==> config.mk <==
export PLATFORM = sky130hd
export DESIGN_NAME = alu_sequencer
export DESIGN_NICKNAME = d
export VERILOG_FILES = /design/src/rtl/alu_seq_pkg.sv /design/src/rtl/alu_seq_decode.sv /design/src/rtl/alu_sequencer.sv
export SDC_FILE = /design/constraint.sdc
export NUM_CORES = 1
export LEC_CHECK = 0
export CORE_UTILIZATION = 25
export CTS_CLUSTER_SIZE = 24
export DETAILED_ROUTE_END_ITERATION = 6
export GPL_TIMING_DRIVEN = 0
export MAX_ROUTING_LAYER = met4
export PLACE_DENSITY = 0.56
export SLEW_MARGIN = 30
export SYNTH_ARGS = -nofsm -noshare
export SYNTH_HDL_FRONTEND = slang
export SYNTH_HIERARCHICAL = 1
export SYNTH_SLANG_ARGS = --single-unit
==> constraint.sdc <==
create_clock -name clk -period 1.7 [get_ports clk]
set_input_delay 0.34 -clock clk [delete_from_list [all_inputs] [get_ports clk]]
set_output_delay 0.34 -clock clk [all_outputs]
set_load 0.01 [all_outputs]
==> src/rtl/alu_seq_pkg.sv <==
// Shared types for the ALU micro-sequencer: ALU operation codes, opcode set,
// decoded control bundle and sequencer states.
package alu_seq_pkg;

  localparam logic [2:0] ALU_ADD = 3'd0;
  localparam logic [2:0] ALU_SUB = 3'd1;
  localparam logic [2:0] ALU_AND = 3'd2;
  localparam logic [2:0] ALU_OR  = 3'd3;
  localparam logic [2:0] ALU_XOR = 3'd4;
  localparam logic [2:0] ALU_NOT = 3'd5;
  localparam logic [2:0] ALU_LD  = 3'd6;

  typedef enum logic [3:0] {
    OP_NOP  = 4'h0,
    OP_ADD  = 4'h1,
    OP_SUB  = 4'h2,
    OP_AND  = 4'h3,
    OP_OR   = 4'h4,
    OP_XOR  = 4'h5,
    OP_NOT  = 4'h6,
    OP_LD   = 4'h7,
    OP_ADC  = 4'h8,
    OP_SBC  = 4'h9,
    OP_JMP  = 4'hA,
    OP_JC   = 4'hB,
    OP_JZ   = 4'hC,
    OP_RSVD = 4'hD,
    OP_RSVE = 4'hE,
    OP_HALT = 4'hF
  } opcode_t;

  typedef struct packed {
    logic [2:0] alu_code;
    logic       a_ce;
    logic       cy_ce;
    logic       ci_sel;
    logic       jmp;
    logic       jc;
    logic       jz;
    logic       halt;
  } ctrl_t;

  typedef enum logic [1:0] {
    S_IDLE,
    S_FETCH,
    S_EXEC,
    S_HALT
  } state_t;

endpackage

==> src/rtl/alu_seq_decode.sv <==
// Combinational opcode decoder for alu_sequencer.
// JZ decodes as a jump only when ALU_SEQ_ZFLAG_EN is defined; otherwise it is a NOP.
module alu_seq_decode
  import alu_seq_pkg::*;
(
  input  opcode_t op,
  output ctrl_t   ctrl
);

  always_comb begin
    ctrl = '0;
    case (op)
      OP_ADD: begin ctrl.alu_code = ALU_ADD; ctrl.a_ce = 1'b1; ctrl.cy_ce = 1'b1; end
      OP_SUB: begin ctrl.alu_code = ALU_SUB; ctrl.a_ce = 1'b1; ctrl.cy_ce = 1'b1; end
      OP_AND: begin ctrl.alu_code = ALU_AND; ctrl.a_ce = 1'b1; end
      OP_OR:  begin ctrl.alu_code = ALU_OR;  ctrl.a_ce = 1'b1; end
      OP_XOR: begin ctrl.alu_code = ALU_XOR; ctrl.a_ce = 1'b1; end
      OP_NOT: begin ctrl.alu_code = ALU_NOT; ctrl.a_ce = 1'b1; end
      OP_LD:  begin ctrl.alu_code = ALU_LD;  ctrl.a_ce = 1'b1; end
      OP_ADC: begin
        ctrl.alu_code = ALU_ADD; ctrl.a_ce = 1'b1; ctrl.cy_ce = 1'b1; ctrl.ci_sel = 1'b1;
      end
      OP_SBC: begin
        ctrl.alu_code = ALU_SUB; ctrl.a_ce = 1'b1; ctrl.cy_ce = 1'b1; ctrl.ci_sel = 1'b1;
      end
      OP_JMP:  ctrl.jmp  = 1'b1;
      OP_JC:   ctrl.jc   = 1'b1;
`ifdef ALU_SEQ_ZFLAG_EN
      OP_JZ:   ctrl.jz   = 1'b1;
`endif
      OP_HALT: ctrl.halt = 1'b1;
      default: ;
    endcase
  end

endmodule

==> src/rtl/alu_sequencer.sv <==
// Fetch/execute micro-sequencer driving the ALU / Aku / Reg_CY datapath.
// Optional zero-flag jump (JZ) enabled by defining ALU_SEQ_ZFLAG_EN.
module alu_sequencer
  import alu_seq_pkg::*;
#(
  parameter int unsigned PC_W  = 8,
  parameter int unsigned IMM_W = 8
) (
  input  logic             clk,
  input  logic             Reset,
  input  logic             start,
  output logic [PC_W-1:0]  imem_addr,
  output logic             imem_req,
  input  logic             imem_ack,
  input  logic [11:0]      imem_data,
  input  logic [IMM_W-1:0] Aku,
  input  logic             CY,
  output logic [2:0]       ALUCode,
  output logic [IMM_W-1:0] R,
  output logic             Ci,
  output logic             A_CE,
  output logic             CY_CE,
  output logic             busy,
  output logic             halted
);

  state_t            state_q, state_d;
  logic [PC_W-1:0]   pc_q, pc_d;
  logic [11:0]       ir_q, ir_d;
  ctrl_t             ctrl;
  logic [IMM_W-1:0]  imm;
  logic              jz_take;
  logic              take_jump;

  assign imm = ir_q[IMM_W-1:0];

  alu_seq_decode u_decode (
    .op   (opcode_t'(ir_q[11:8])),
    .ctrl (ctrl)
  );

`ifdef ALU_SEQ_ZFLAG_EN
  assign jz_take = ctrl.jz & (Aku == '0);
`else
  logic unused_zflag;
  assign jz_take      = 1'b0;
  assign unused_zflag = ^{Aku, ctrl.jz};
`endif

  // Branch conditions read CY/Aku live in EXEC; the prior EXEC write has landed by then.
  assign take_jump = ctrl.jmp | (ctrl.jc & CY) | jz_take;

  always_ff @(posedge clk) begin
    if (Reset) begin
      state_q <= S_IDLE;
      pc_q    <= '0;
      ir_q    <= '0;
    end else begin
      state_q <= state_d;
      pc_q    <= pc_d;
      ir_q    <= ir_d;
    end
  end

  always_comb begin
    state_d = state_q;
    pc_d    = pc_q;
    ir_d    = ir_q;
    case (state_q)
      S_IDLE, S_HALT: begin
        if (start) begin
          state_d = S_FETCH;
          pc_d    = '0;
        end
      end
      S_FETCH: begin
        if (imem_ack) begin
          ir_d    = imem_data;
          state_d = S_EXEC;
        end
      end
      S_EXEC: begin
        if (ctrl.halt) begin
          state_d = S_HALT;
        end else begin
          state_d = S_FETCH;
          pc_d    = take_jump ? PC_W'(imm) : pc_q + PC_W'(1);
        end
      end
      default: state_d = S_IDLE;
    endcase
  end

  always_comb begin
    imem_addr = pc_q;
    imem_req  = (state_q == S_FETCH);
    busy      = (state_q == S_FETCH) || (state_q == S_EXEC);
    halted    = (state_q == S_HALT);
    ALUCode   = '0;
    R         = '0;
    Ci        = 1'b0;
    A_CE      = 1'b0;
    CY_CE     = 1'b0;
    if (state_q == S_EXEC) begin
      ALUCode = ctrl.alu_code;
      R       = imm;
      Ci      = ctrl.ci_sel & CY;
      A_CE    = ctrl.a_ce;
      CY_CE   = ctrl.cy_ce;
    end
  end

endmodule
==> results list <==
- Run status: finished with violations
- The final reports fail on negative setup slack.
- Antenna violations before repair: 0
* Number of ports placed on the die boundary: 50
* Maximum single-stage delay on the critical path: 360 ps
- Detail Route Antenna Nets: 0
* RSZ-0062 raised after global routing: yes
- Mean instance size in the synthesized netlist: 7.72 um^2
- Wire length of the first global-routing pass: 6350 um
* Worst path arrival time: 1500 ps
- Crit path launch type: register
- In this run the number of H-tree levels came out at 1.
- Sequence of cells on the critical path: buf_4 -> or2_4 -> a22o_2 -> and2_1 -> buf_2
- Internal power comes to 993 uW.
- The worst hold path passes through 2 cells.
* CP endpoint kind: primary output
- Clock-pin slew was measured on the worst setup and hold paths at 90 ps.
- In this run the horizontal extent of the chip is 74.3 um.
* Total nets after synthesis: 198
- Maximum clock insertion buffer count: 2
- Pre-antenna DRT Iters: 4
* Worst relative slew slack: 65.7%
* Inserted Clock Buffers: 3
* Register-to-register setup slack: -10 ps
- Logic gate share of total power: 20.6%
* Origin of the critical flop-to-flop path: ir_q[9]
- Post-layout minimum cycle time: 1840 ps
* Post-layout nets: 262
* Clock insertion delay at the later pin of the skew report: 270 ps
- Summed over all cells, the static leakage comes to 0.819 nW.
- Cts-stage hold buffer count: 0
* Final Cycle Share: 108%
- Clk root buf: sky130_fd_sc_hd__clkbuf_8
* Global route overflow: 0
- In this run switching power makes up 26.0% of total power.
- Remaining DRCs: 0
- In this run, the number of DRC markers left after iteration 0 of detailed routing was 46.
* Final Hold Violating Endpoints: 0
- In the global route stage, overall resource usage came out at 15.7%.
- Pre-CTS worst setup slack: -391 ps
- Final count of pins violating max slew: 0
* Via count normalized by instance count: 4.75
- Summed over all nets, the switching power comes to 350 uW.
* Number of cells traversed by the worst register-to-register path: 7
- The via count of the first global-routing pass was 1334.
* Count of standard-cell rows: 25
- Die outline area: 0.00551 mm^2
- Placeable core region: 0.00488 mm^2
* Buffers & Inverters on Critical Path: 2
- The routed layout has 1420 vias.
- Synth Cell Area: 0.00131 mm^2
- Clock tree from TritonCTS: done
- VDD IR-drop max: 314 uV
- In this run the worst path has a maximum fanout of 3.
- Vertical die dimension: 74.3 um
- Clock Skew: 6.05 ps
* Max-cap violations: 0
* Synthesis Warnings: 6
- The critical path is of the register to primary output type.
* Final design utilization: 43.0%
- The startpoint identified for the worst hold timing path is ir_q[6].
- Power spread over the standard cell area amounts to 640 mW/mm^2.
- Number of sinks on the clock net: 22
- Worst-case hold path end point: ir_q[6]
* Share of post-route cells with drive strength above 1: 32.3%
- Number of port buffers: 41
- Dividing the detail-routed wire length by the instance count gives 13.1 um.
* Family with the most delay on the worst path: simple AND/OR/NAND/NOR gates
- Registers are responsible for 41.3% of the overall power.
- For this configuration, the core starts out at a cell density of 26.7%.
- Wires add up to 3910 um.
- ANT cells: 0
- Of the total power, the clock network draws 38.1%.
- Gate count of the mapped netlist: 169
- Entering global routing, the biggest net connects 14 pins.
* Endpoints failing setup: 5
- Synthesis-to-layout area growth: 60.8%
- Timing would allow up to 0.545 GHz.
- RR Endpoint: imem_addr[0]
- The slowest stage of the critical path is the sky130_fd_sc_hd__dfxtp_4 cell.
- STA puts the critical path data required time at 1360 ps.
- Setup slack on the critical path of the routed design comes to -136 ps.
- At the end of routability-driven placement, the weighted congestion stood at 0.847.
- For the pin with the worst max-slew slack, the measured transition is 514 ps.
- The min-delay analysis places its worst path in the category register to register.
- DP Wirelength: 2590 um
-- registers in the layout (all words and copies together) (netlist names) --
signal     flops
state_q        2
ir_q          12
imem_addr      8
-- through the flow --
stage	cell area (um^2)	setup TNS (ps)	hold WS, ps	total power, mW	cells
detailed placement	1800	-5260	468	0.784	277
floorplan	1310	0	441	0.690	169
CTS	1970	-871	486	1.32	295
global route	2100	-1000	515	1.40	299
finish	2100	-425	489	1.34	299
global placement	1800	-5000	462	0.784	277
-- worst max-delay path by stage --
stage          startpoint           end  slack [ps]  cells after the start
2_1_floorplan     ir_q[8]  imem_addr[0]          70                      6
3_3_place_gp   state_q[0]          R[5]        -390                      6
3_5_place_dp   state_q[0]          R[6]        -390                      6
4_1_cts           ir_q[9]    ALUCode[1]        -150                      5
5_1_grt           ir_q[9]    ALUCode[0]        -180                      5
6_report          ir_q[9]    ALUCode[0]        -140                      5
-- per-layer routing --
metal  wire length [um]  up-vias  track usage (%)
li1                   -      724                -
met1               1900      651             20.0
met2               1770       41             25.7
met3                192        4             2.17
met4                 46        0             5.03
met5                  0        -                -
-- worst reg2reg max path, delay by kind of cell (launching register included) --
kind            cells  cell delay, ps
compound gates      3             420
simple gates        3             640
flops               1             370
buf+inv             1             140
-- cell usage in the layout (no fill, tap or decap), types with 2 or more instances in the layout --
master / count
sky130_fd_sc_hd__nand2_1: 32
sky130_fd_sc_hd__clkdlybuf4s50_1: 24
sky130_fd_sc_hd__a21oi_1: 20
sky130_fd_sc_hd__dfxtp_1: 16
sky130_fd_sc_hd__buf_4: 16
sky130_fd_sc_hd__buf_6: 13
sky130_fd_sc_hd__inv_1: 8
sky130_fd_sc_hd__and2_4: 8
sky130_fd_sc_hd__nor2_1: 8
sky130_fd_sc_hd__and2_1: 6
sky130_fd_sc_hd__buf_2: 5
sky130_fd_sc_hd__a31oi_1: 5
sky130_fd_sc_hd__o32ai_1: 5
sky130_fd_sc_hd__nand3_1: 4
sky130_fd_sc_hd__dfxtp_4: 4
sky130_fd_sc_hd__nor3_1: 3
sky130_fd_sc_hd__o21ai_0: 3
sky130_fd_sc_hd__ha_1: 3
sky130_fd_sc_hd__clkbuf_8: 3
sky130_fd_sc_hd__buf_8: 2
sky130_fd_sc_hd__clkbuf_2: 2
sky130_fd_sc_hd__clkbuf_1: 2
sky130_fd_sc_hd__nor2b_1: 2
sky130_fd_sc_hd__dfxtp_2: 2
sky130_fd_sc_hd__dlygate4sd2_1: 2
sky130_fd_sc_hd__nor3b_2: 2
-- power by group through the flow --
stage | Combinational, mW | Clock, mW | Sequential, mW
finish | 0.276 | 0.512 | 0.554
global route | 0.305 | 0.536 | 0.558
CTS | 0.257 | 0.515 | 0.552
detailed placement | 0.215 | 0 | 0.569
global placement | 0.215 | 0 | 0.569
floorplan | 0.129 | 0 | 0.562
-- what timing repair did --
action | in CTS | in global routing
setup endpoints to repair | 24 | 25
gates resized for setup | 80 | 28
pin swaps | 4 | 4
buffers inserted | 14 | 4
cloned | 1 | 0
-- cell type report --
| cell class | instances | area, um^2 |
|---|---|---|
| plain buffers | 7 | 55.1 |
| well taps | 67 | 83.8 |
| flip-flops and latches | 22 | 458 |
| fillers | 525 | 2780 |
| clock inverters | 1 | 30.0 |
| inverters | 9 | 36.3 |
| clock buffers | 3 | 41.3 |
| multi-input cells | 130 | 842 |
| repair buffers | 60 | 552 |
No activity file was read; power rests on OpenSTA's default activity.
